### src/rtl/itch_msg_assembler_if.sv
// Byte-stream input and assembled-message output bundle of the ITCH message
// assembler. The stream source drives through the master modport; the
// assembler sits on the slave modport.
interface itch_msg_assembler_if #(
   parameter int REG_WIDTH     = 32,
   parameter int ERR_CNT_WIDTH = 16
);
   logic [7:0]               i_byte;
   logic                     i_byte_valid;
   logic                     i_byte_last;
   logic                     o_byte_ready;
   logic [REG_WIDTH-1:0]     o_reg_0;
   logic [REG_WIDTH-1:0]     o_reg_1;
   logic [REG_WIDTH-1:0]     o_reg_2;
   logic [REG_WIDTH-1:0]     o_reg_3;
   logic [REG_WIDTH-1:0]     o_reg_4;
   logic [REG_WIDTH-1:0]     o_reg_5;
   logic [REG_WIDTH-1:0]     o_reg_6;
   logic [REG_WIDTH-1:0]     o_reg_7;
   logic [REG_WIDTH-1:0]     o_reg_8;
   logic                     o_data_valid;
   logic                     o_frame_err;
   logic [ERR_CNT_WIDTH-1:0] o_err_count;

   modport master (
      output i_byte, i_byte_valid, i_byte_last,
      input  o_byte_ready,
      input  o_reg_0, o_reg_1, o_reg_2, o_reg_3, o_reg_4,
      input  o_reg_5, o_reg_6, o_reg_7, o_reg_8,
      input  o_data_valid, o_frame_err, o_err_count
   );

   modport slave (
      input  i_byte, i_byte_valid, i_byte_last,
      output o_byte_ready,
      output o_reg_0, o_reg_1, o_reg_2, o_reg_3, o_reg_4,
      output o_reg_5, o_reg_6, o_reg_7, o_reg_8,
      output o_data_valid, o_frame_err, o_err_count
   );
endinterface

### src/rtl/itch_msg_assembler.sv
// ITCH message assembler: packs a byte stream little-endian into nine 32-bit
// words, checks length (exactly 36 bytes) and message type ('A'/'D'/'E'),
// pulses o_data_valid one cycle after a good frame's last byte and drops
// malformed frames, counting them in a saturating error counter.
module itch_msg_assembler #(
   parameter int REG_WIDTH     = 32,
   parameter int NUM_REGS      = 9,
   parameter int ERR_CNT_WIDTH = 16
) (
   input  logic                 i_clk,
   input  logic                 i_reset,
   itch_msg_assembler_if.slave  bus
);
   localparam int MSG_BYTES = NUM_REGS * REG_WIDTH / 8;
   localparam int IDX_W     = $clog2(MSG_BYTES);

   typedef enum logic [1:0] {IDLE, COLLECT, DISCARD, EMIT} state_t;

   state_t                   state_q, state_d;
   logic [IDX_W-1:0]         idx_q, idx_d;
   logic [REG_WIDTH-1:0]     regs_q [NUM_REGS];
   logic [REG_WIDTH-1:0]     regs_d [NUM_REGS];
   logic                     frame_err_q, frame_err_d;
   logic [ERR_CNT_WIDTH-1:0] err_count_q, err_count_d;
   logic                     byte_ready;
   logic                     accept;
   logic                     type_ok;
   logic                     at_last_pos;
   logic                     reject;

   // Error counter sticks at all-ones instead of wrapping.
   function automatic logic [ERR_CNT_WIDTH-1:0] sat_inc(input logic [ERR_CNT_WIDTH-1:0] v);
      return (&v) ? v : v + ERR_CNT_WIDTH'(1);
   endfunction

   assign byte_ready  = (state_q != EMIT);
   assign accept      = bus.i_byte_valid & byte_ready;
   assign type_ok     = (bus.i_byte == 8'h41) || (bus.i_byte == 8'h44) || (bus.i_byte == 8'h45);
   assign at_last_pos = (idx_q == IDX_W'(MSG_BYTES - 1));

   // Next-state, byte packing and frame rejection decision.
   always_comb begin
      state_d = state_q;
      idx_d   = idx_q;
      regs_d  = regs_q;
      reject  = 1'b0;
      case (state_q)
         IDLE: begin
            if (accept) begin
               for (int r = 0; r < NUM_REGS; r++) regs_d[r] = '0;
               regs_d[0][7:0] = bus.i_byte;
               if (type_ok && !bus.i_byte_last) begin
                  state_d = COLLECT;
                  idx_d   = IDX_W'(1);
               end else begin
                  // Bad type, or a good type that is already the last byte.
                  reject  = 1'b1;
                  state_d = bus.i_byte_last ? IDLE : DISCARD;
               end
            end
         end
         COLLECT: begin
            if (accept) begin
               regs_d[idx_q[IDX_W-1:2]][{idx_q[1:0], 3'b000} +: 8] = bus.i_byte;
               idx_d = idx_q + IDX_W'(1);
               if (at_last_pos) begin
                  if (bus.i_byte_last) begin
                     state_d = EMIT;
                  end else begin
                     reject  = 1'b1;
                     state_d = DISCARD;
                  end
               end else if (bus.i_byte_last) begin
                  reject  = 1'b1;
                  state_d = IDLE;
               end
            end
         end
         DISCARD: begin
            if (accept && bus.i_byte_last) state_d = IDLE;
         end
         EMIT: begin
            state_d = IDLE;
         end
         default: begin
            state_d = IDLE;
         end
      endcase
      frame_err_d = reject;
      err_count_d = reject ? sat_inc(err_count_q) : err_count_q;
   end

   // State, packed message words and error reporting registers.
   always_ff @(posedge i_clk or posedge i_reset) begin
      if (i_reset) begin
         state_q     <= IDLE;
         idx_q       <= '0;
         for (int r = 0; r < NUM_REGS; r++) regs_q[r] <= '0;
         frame_err_q <= 1'b0;
         err_count_q <= '0;
      end else begin
         state_q     <= state_d;
         idx_q       <= idx_d;
         regs_q      <= regs_d;
         frame_err_q <= frame_err_d;
         err_count_q <= err_count_d;
      end
   end

   assign bus.o_byte_ready = byte_ready;
   assign bus.o_data_valid = (state_q == EMIT);
   assign bus.o_frame_err  = frame_err_q;
   assign bus.o_err_count  = err_count_q;
   assign bus.o_reg_0      = regs_q[0];
   assign bus.o_reg_1      = regs_q[1];
   assign bus.o_reg_2      = regs_q[2];
   assign bus.o_reg_3      = regs_q[3];
   assign bus.o_reg_4      = regs_q[4];
   assign bus.o_reg_5      = regs_q[5];
   assign bus.o_reg_6      = regs_q[6];
   assign bus.o_reg_7      = regs_q[7];
   assign bus.o_reg_8      = regs_q[8];
endmodule

### src/flat_wrapper.sv
// flat-port wrapper written by rule: the top's interface ports become plain ports
module itch_msg_assembler_flat 
#(
   parameter int REG_WIDTH     = 32,
   parameter int NUM_REGS      = 9,
   parameter int ERR_CNT_WIDTH = 16
)
  (i_clk, i_reset, bus_i_byte, bus_i_byte_valid, bus_i_byte_last, bus_o_byte_ready, bus_o_reg_0, bus_o_reg_1, bus_o_reg_2, bus_o_reg_3, bus_o_reg_4, bus_o_reg_5, bus_o_reg_6, bus_o_reg_7, bus_o_reg_8, bus_o_data_valid, bus_o_frame_err, bus_o_err_count);
  itch_msg_assembler_if #(.REG_WIDTH(REG_WIDTH), .ERR_CNT_WIDTH(ERR_CNT_WIDTH)) bus_i ();
  input  logic i_clk;
  input  logic i_reset;
  input wire logic [$bits(bus_i.i_byte)-1:0] bus_i_byte;
  input wire logic [$bits(bus_i.i_byte_valid)-1:0] bus_i_byte_valid;
  input wire logic [$bits(bus_i.i_byte_last)-1:0] bus_i_byte_last;
  output wire logic [$bits(bus_i.o_byte_ready)-1:0] bus_o_byte_ready;
  output wire logic [$bits(bus_i.o_reg_0)-1:0] bus_o_reg_0;
  output wire logic [$bits(bus_i.o_reg_1)-1:0] bus_o_reg_1;
  output wire logic [$bits(bus_i.o_reg_2)-1:0] bus_o_reg_2;
  output wire logic [$bits(bus_i.o_reg_3)-1:0] bus_o_reg_3;
  output wire logic [$bits(bus_i.o_reg_4)-1:0] bus_o_reg_4;
  output wire logic [$bits(bus_i.o_reg_5)-1:0] bus_o_reg_5;
  output wire logic [$bits(bus_i.o_reg_6)-1:0] bus_o_reg_6;
  output wire logic [$bits(bus_i.o_reg_7)-1:0] bus_o_reg_7;
  output wire logic [$bits(bus_i.o_reg_8)-1:0] bus_o_reg_8;
  output wire logic [$bits(bus_i.o_data_valid)-1:0] bus_o_data_valid;
  output wire logic [$bits(bus_i.o_frame_err)-1:0] bus_o_frame_err;
  output wire logic [$bits(bus_i.o_err_count)-1:0] bus_o_err_count;
  assign bus_i.i_byte = bus_i_byte;
  assign bus_i.i_byte_valid = bus_i_byte_valid;
  assign bus_i.i_byte_last = bus_i_byte_last;
  assign bus_o_byte_ready = bus_i.o_byte_ready;
  assign bus_o_reg_0 = bus_i.o_reg_0;
  assign bus_o_reg_1 = bus_i.o_reg_1;
  assign bus_o_reg_2 = bus_i.o_reg_2;
  assign bus_o_reg_3 = bus_i.o_reg_3;
  assign bus_o_reg_4 = bus_i.o_reg_4;
  assign bus_o_reg_5 = bus_i.o_reg_5;
  assign bus_o_reg_6 = bus_i.o_reg_6;
  assign bus_o_reg_7 = bus_i.o_reg_7;
  assign bus_o_reg_8 = bus_i.o_reg_8;
  assign bus_o_data_valid = bus_i.o_data_valid;
  assign bus_o_frame_err = bus_i.o_frame_err;
  assign bus_o_err_count = bus_i.o_err_count;
  itch_msg_assembler #(.REG_WIDTH(REG_WIDTH), .NUM_REGS(NUM_REGS), .ERR_CNT_WIDTH(ERR_CNT_WIDTH)) u_core (.i_clk(i_clk), .i_reset(i_reset), .bus(bus_i));
endmodule
### config.mk
export PLATFORM = sky130hd
export DESIGN_NAME = itch_msg_assembler_flat
export DESIGN_NICKNAME = d
export VERILOG_FILES = /design/src/rtl/itch_msg_assembler_if.sv /design/src/rtl/itch_msg_assembler.sv /design/src/flat_wrapper.sv
export SDC_FILE = /design/constraint.sdc
export NUM_CORES = 1
export LEC_CHECK = 0
export BUFFER_PORTS_ARGS = -buffer_cell sky130_fd_sc_hd__clkbuf_2
export CORE_UTILIZATION = 37
export CTS_CLUSTER_SIZE = 24
export DETAILED_ROUTE_END_ITERATION = 7
export RECOVER_POWER = 50
export SETUP_SLACK_MARGIN = 0.15
export SLEW_MARGIN = 20
export SYNTH_ARGS = -nofsm -noshare
export SYNTH_HDL_FRONTEND = slang
export SYNTH_SLANG_ARGS = --single-unit
### constraint.sdc
create_clock -name i_clk -period 9 [get_ports i_clk]
set_input_delay 0.9 -clock i_clk [delete_from_list [all_inputs] [get_ports i_clk]]
set_output_delay 0.9 -clock i_clk [all_outputs]
set_load 0.02 [all_outputs]
==> run summary <==
The run finished, with violations left. The final reports fail on capacitance limit, slew limit. The fraction of synthesis flops using an asynchronous set or reset pin is 1.00, and the post-synthesis register bit count is 313.

The starting DRC count in detailed routing is 535, and the count of endpoints failing hold in the final timing report is 0. In this run, synthesis inferred 0 flip-flops with an integrated enable. The filler cells instantiated in the layout total 3189. For this run, the number of Yosys warnings is 0.

The overall global routing resource usage was 0.228. The congestion estimate from routability-driven global placement came to 0.785. The finished cells cover 15000 µm².

Worst hold path class: flip-flop to flip-flop. Hold timing on the final database bottoms out at a slack of 475 ps. Overall power consumption after layout is estimated at 3.16 mW.

Summed over all layers, the routed wires come to 38.5 mm. The initial antenna violation count is 1. The library cell with the highest instance count after synthesis is dfrtp_1. Measured along the x axis, the die boundary spans 184 µm. The placed instances occupy a cell area of 14200 µm².

The area share of the leading cell type in the synthesized netlist came out at 0.642. The first global-routing pass estimated 58.5 mm of wire. The average via count per standard cell works out to 5.32.

Max-capacitance violation count: 1. The ratio of final minimum period to clock period was 0.452. The average routed wire per standard cell is 21.3 µm, and the post-CTS setup-driven buffer insertion count is 0. The tools report the root buffer cell as clkbuf_16. The logs give 32500 µm² for the placeable core region and 45 for the count of distinct cell types in the synthesized netlist.

The later pin in the worst-skew pair is clocked with a latency of 510 ps. The area growth from synthesis to layout is 23.0%. The die covers 33700 µm². TritonCTS built the clock tree. The part of the Yosys area used for sequential elements was 0.642; the remaining number of nets flagged by the antenna check after routing was 0. The H-tree generated during clock tree synthesis spans 2 levels. In this run the power density over the cells is 211 nW/µm².

The first detailed-routing pass took 5 iterations. Remaining max-slew budget at the tightest pin: -1.23. Setup repair after global routing left no endpoint under its margin. The maximum fanout count along the critical path was 75; the reported leakage power was 6.41 nW.

From bottom edge to top edge, the die measures 184 µm. The tools report the number of buffers inserted during clock tree synthesis as 35. After global routing the overflow that remains totals 0.

The net count after synthesis was 1060; the post-layout minimum cycle time was 4060 ps. Clock slew at the register clock pins of the worst setup and hold paths: 60 ps. Data on the critical path is required at its endpoint by 9480 ps. The run gives 0.376 as the starting density of the core.

In the final design database the tool counted 1366 nets. Clock tree synthesis found a total of 313 sinks. The largest net degree at the start of global routing is 179. For this run, design rule violations remaining after detail routing come to 0. The number of gates resized after cts is 0. At the pin with the least slew margin, the transition time is 3340 ps. The setup clock skew after layout was 18.7 ps. The worst setup path is launched from a primary input. After synthesis the cells add up to 12200 µm². The longest clock path from root to sink contains 3 buffers.

Synthesis produced a netlist whose cell count is 1041. Once detailed placement completed, the half-perimeter wirelength came to 25.6 mm. During placement, the flow inserted port buffers numbering 318.

Summed over all instances, the cell type with the most area after synthesis is dfrtp_1. In this run, post-CTS hold repair placed 0 buffers. For the via count of the first global-routing pass, the log shows 9400. In this run the core area contains 66 standard-cell rows. By count the netlist is led by 313 x dfrtp_1, 155 x nand2_1, 155 x o21ai_0, 112 x o2bb2ai_1, 78 x nand3_1. The kind of end point of the critical path is an async pin. The critical path start-end classification was primary input to async pin. A synthesized cell averages 11.7 µm². Based on the critical path, the design can be clocked at up to 0.246 GHz. The total via count in the routed design was 9631.

By area the synthesized netlist is led by dfrtp_1 64%, o2bb2ai_1 8.0%, o21ai_0 6.4%, nand2_1 4.8%, nand3_1 3.2%. The final number of max-transition violations came out at 62. Across the VDD grid, the largest voltage drop is 0.000190 V.

The most used flip-flop cell after synthesis was dfrtp_1. During I/O placement, the number of pins put on the boundary was 319. Setup violations remaining at the end of the flow were counted as 0. The fraction of the core area covered by cells at the end of the flow was 0.462; the ratio of cells with drive above 1 in the final layout was 0.0724. The data arrival time of the worst path is 4550 ps. After routing, the total negative slack on setup checks comes to 0 ps.
[flip-flops by register name, summed over array words and instances, names as in the netlist]
| name | cells |
|---|---|
| u_core.idx_q | 6 |
| u_core.bus.o_reg_6 | 32 |
| u_core.bus.o_reg_7 | 32 |
| u_core.bus.o_reg_1 | 32 |
| u_core.bus.o_reg_4 | 32 |
| u_core.bus.o_frame_err | 1 |
| u_core.bus.o_err_count | 16 |
| u_core.bus.o_reg_8 | 32 |
| u_core.bus.o_reg_2 | 32 |
| u_core.state_q | 2 |
| u_core.bus.o_reg_0 | 32 |
| u_core.bus.o_reg_3 | 32 |
| u_core.bus.o_reg_5 | 32 |
[routing by layer]
metal / wire length, µm / vias up / GRT usage
met5: 0 / - / 0
met4: 922 / 0 / 0.0640
met2: 17500 / 326 / 0.356
met1: 17700 / 4848 / 0.321
li1: - / 4397 / -
met3: 2390 / 60 / 0.0491
[worst max-delay path, stage by stage]
cell and delay (ps):
clkbuf_1 100, clkinvlp_4 60, clkbuf_1 2340, buf_4 1050
[cell type report]
class                      instances  area (µm²)  area share
sequential                       313        7830       0.522
multi-input combinational        665        4060       0.271
timing repair buffer             326        1300      0.0865
clock buffer                      47        1000      0.0669
tap                              442         553      0.0369
clock inverter                    10         229      0.0153
inverter                           6        26.3     0.00175
antenna                            1        2.50    0.000167
[cell usage in the layout (no fill, tap or decap), types with 2 or more instances in the layout]
cell,Yosys,layout
nor3_1,5,5
buf_4,1,5
clkbuf_16,0,37
dfrtp_1,313,312
and2_1,5,5
nor4_1,1,2
clkbuf_8,0,4
ha_1,7,7
nand2_1,155,155
a21oi_1,2,2
nor2_1,8,8
and3_1,13,13
a32o_1,17,17
o21ai_0,155,155
a21o_1,28,28
and4_1,3,3
xnor2_1,14,14
nand4_1,9,9
inv_1,6,5
nor4b_4,3,2
clkinv_2,0,2
a22o_1,11,11
nand3_1,78,78
bufinv_16,0,7
nand2_2,14,14
and2b_1,2,2
a31oi_1,2,2
nand2b_1,3,2
clkbuf_2,0,12
clkbuf_1,32,313
o21ai_1,2,2
o2bb2ai_1,112,112
[logic make-up after synthesis]
kind of cell	Yosys count	synth area share
AO/OA/AOI/OAI	332	0.189
adder cells (fa/ha/maj)	7	0.00718
buffers and inverters	63	0.0229
AND/OR/NAND/NOR	310	0.126
flip-flops	313	0.642
multiplexers	2	0.00174
XOR/XNOR	14	0.0101
[power by group]
| part | internal (mW) | switching [mW] | leakage, nW |
|---|---|---|---|
| Sequential | 1.43 | 0.0262 | 4.35 |
| Combinational | 0.0430 | 0.125 | 1.46 |
| Clock | 0.979 | 0.559 | 0.603 |
[path summary, 6_finish.rpt]
path	from	endpoint	slack, ps	cells after the start
min in group asynchronous	i_reset	u_core.bus.o_reg_0[25]	1690	3
setup / recovery	i_reset	u_core.bus.o_reg_2[13]	4940	4
hold reg to reg	u_core.bus.o_reg_6[6]	u_core.bus.o_reg_6[6]	480	2
hold / removal	u_core.bus.o_reg_6[6]	u_core.bus.o_reg_6[6]	480	2
setup reg to reg	u_core.idx_q[2]	u_core.bus.o_err_count[1]	5070	8
max in group i_clk	u_core.idx_q[2]	u_core.bus.o_err_count[1]	5070	8
[metrics by stage]
step                      cells  setup WS (ps)
after floorplan            1041           3930
after global placement     1751           5980
after detailed placement   1751           5930
after CTS                  1808           5960
after global routing       1810           4170
final                      1810           4940
Note: power is estimated with default switching activity, not from simulation.
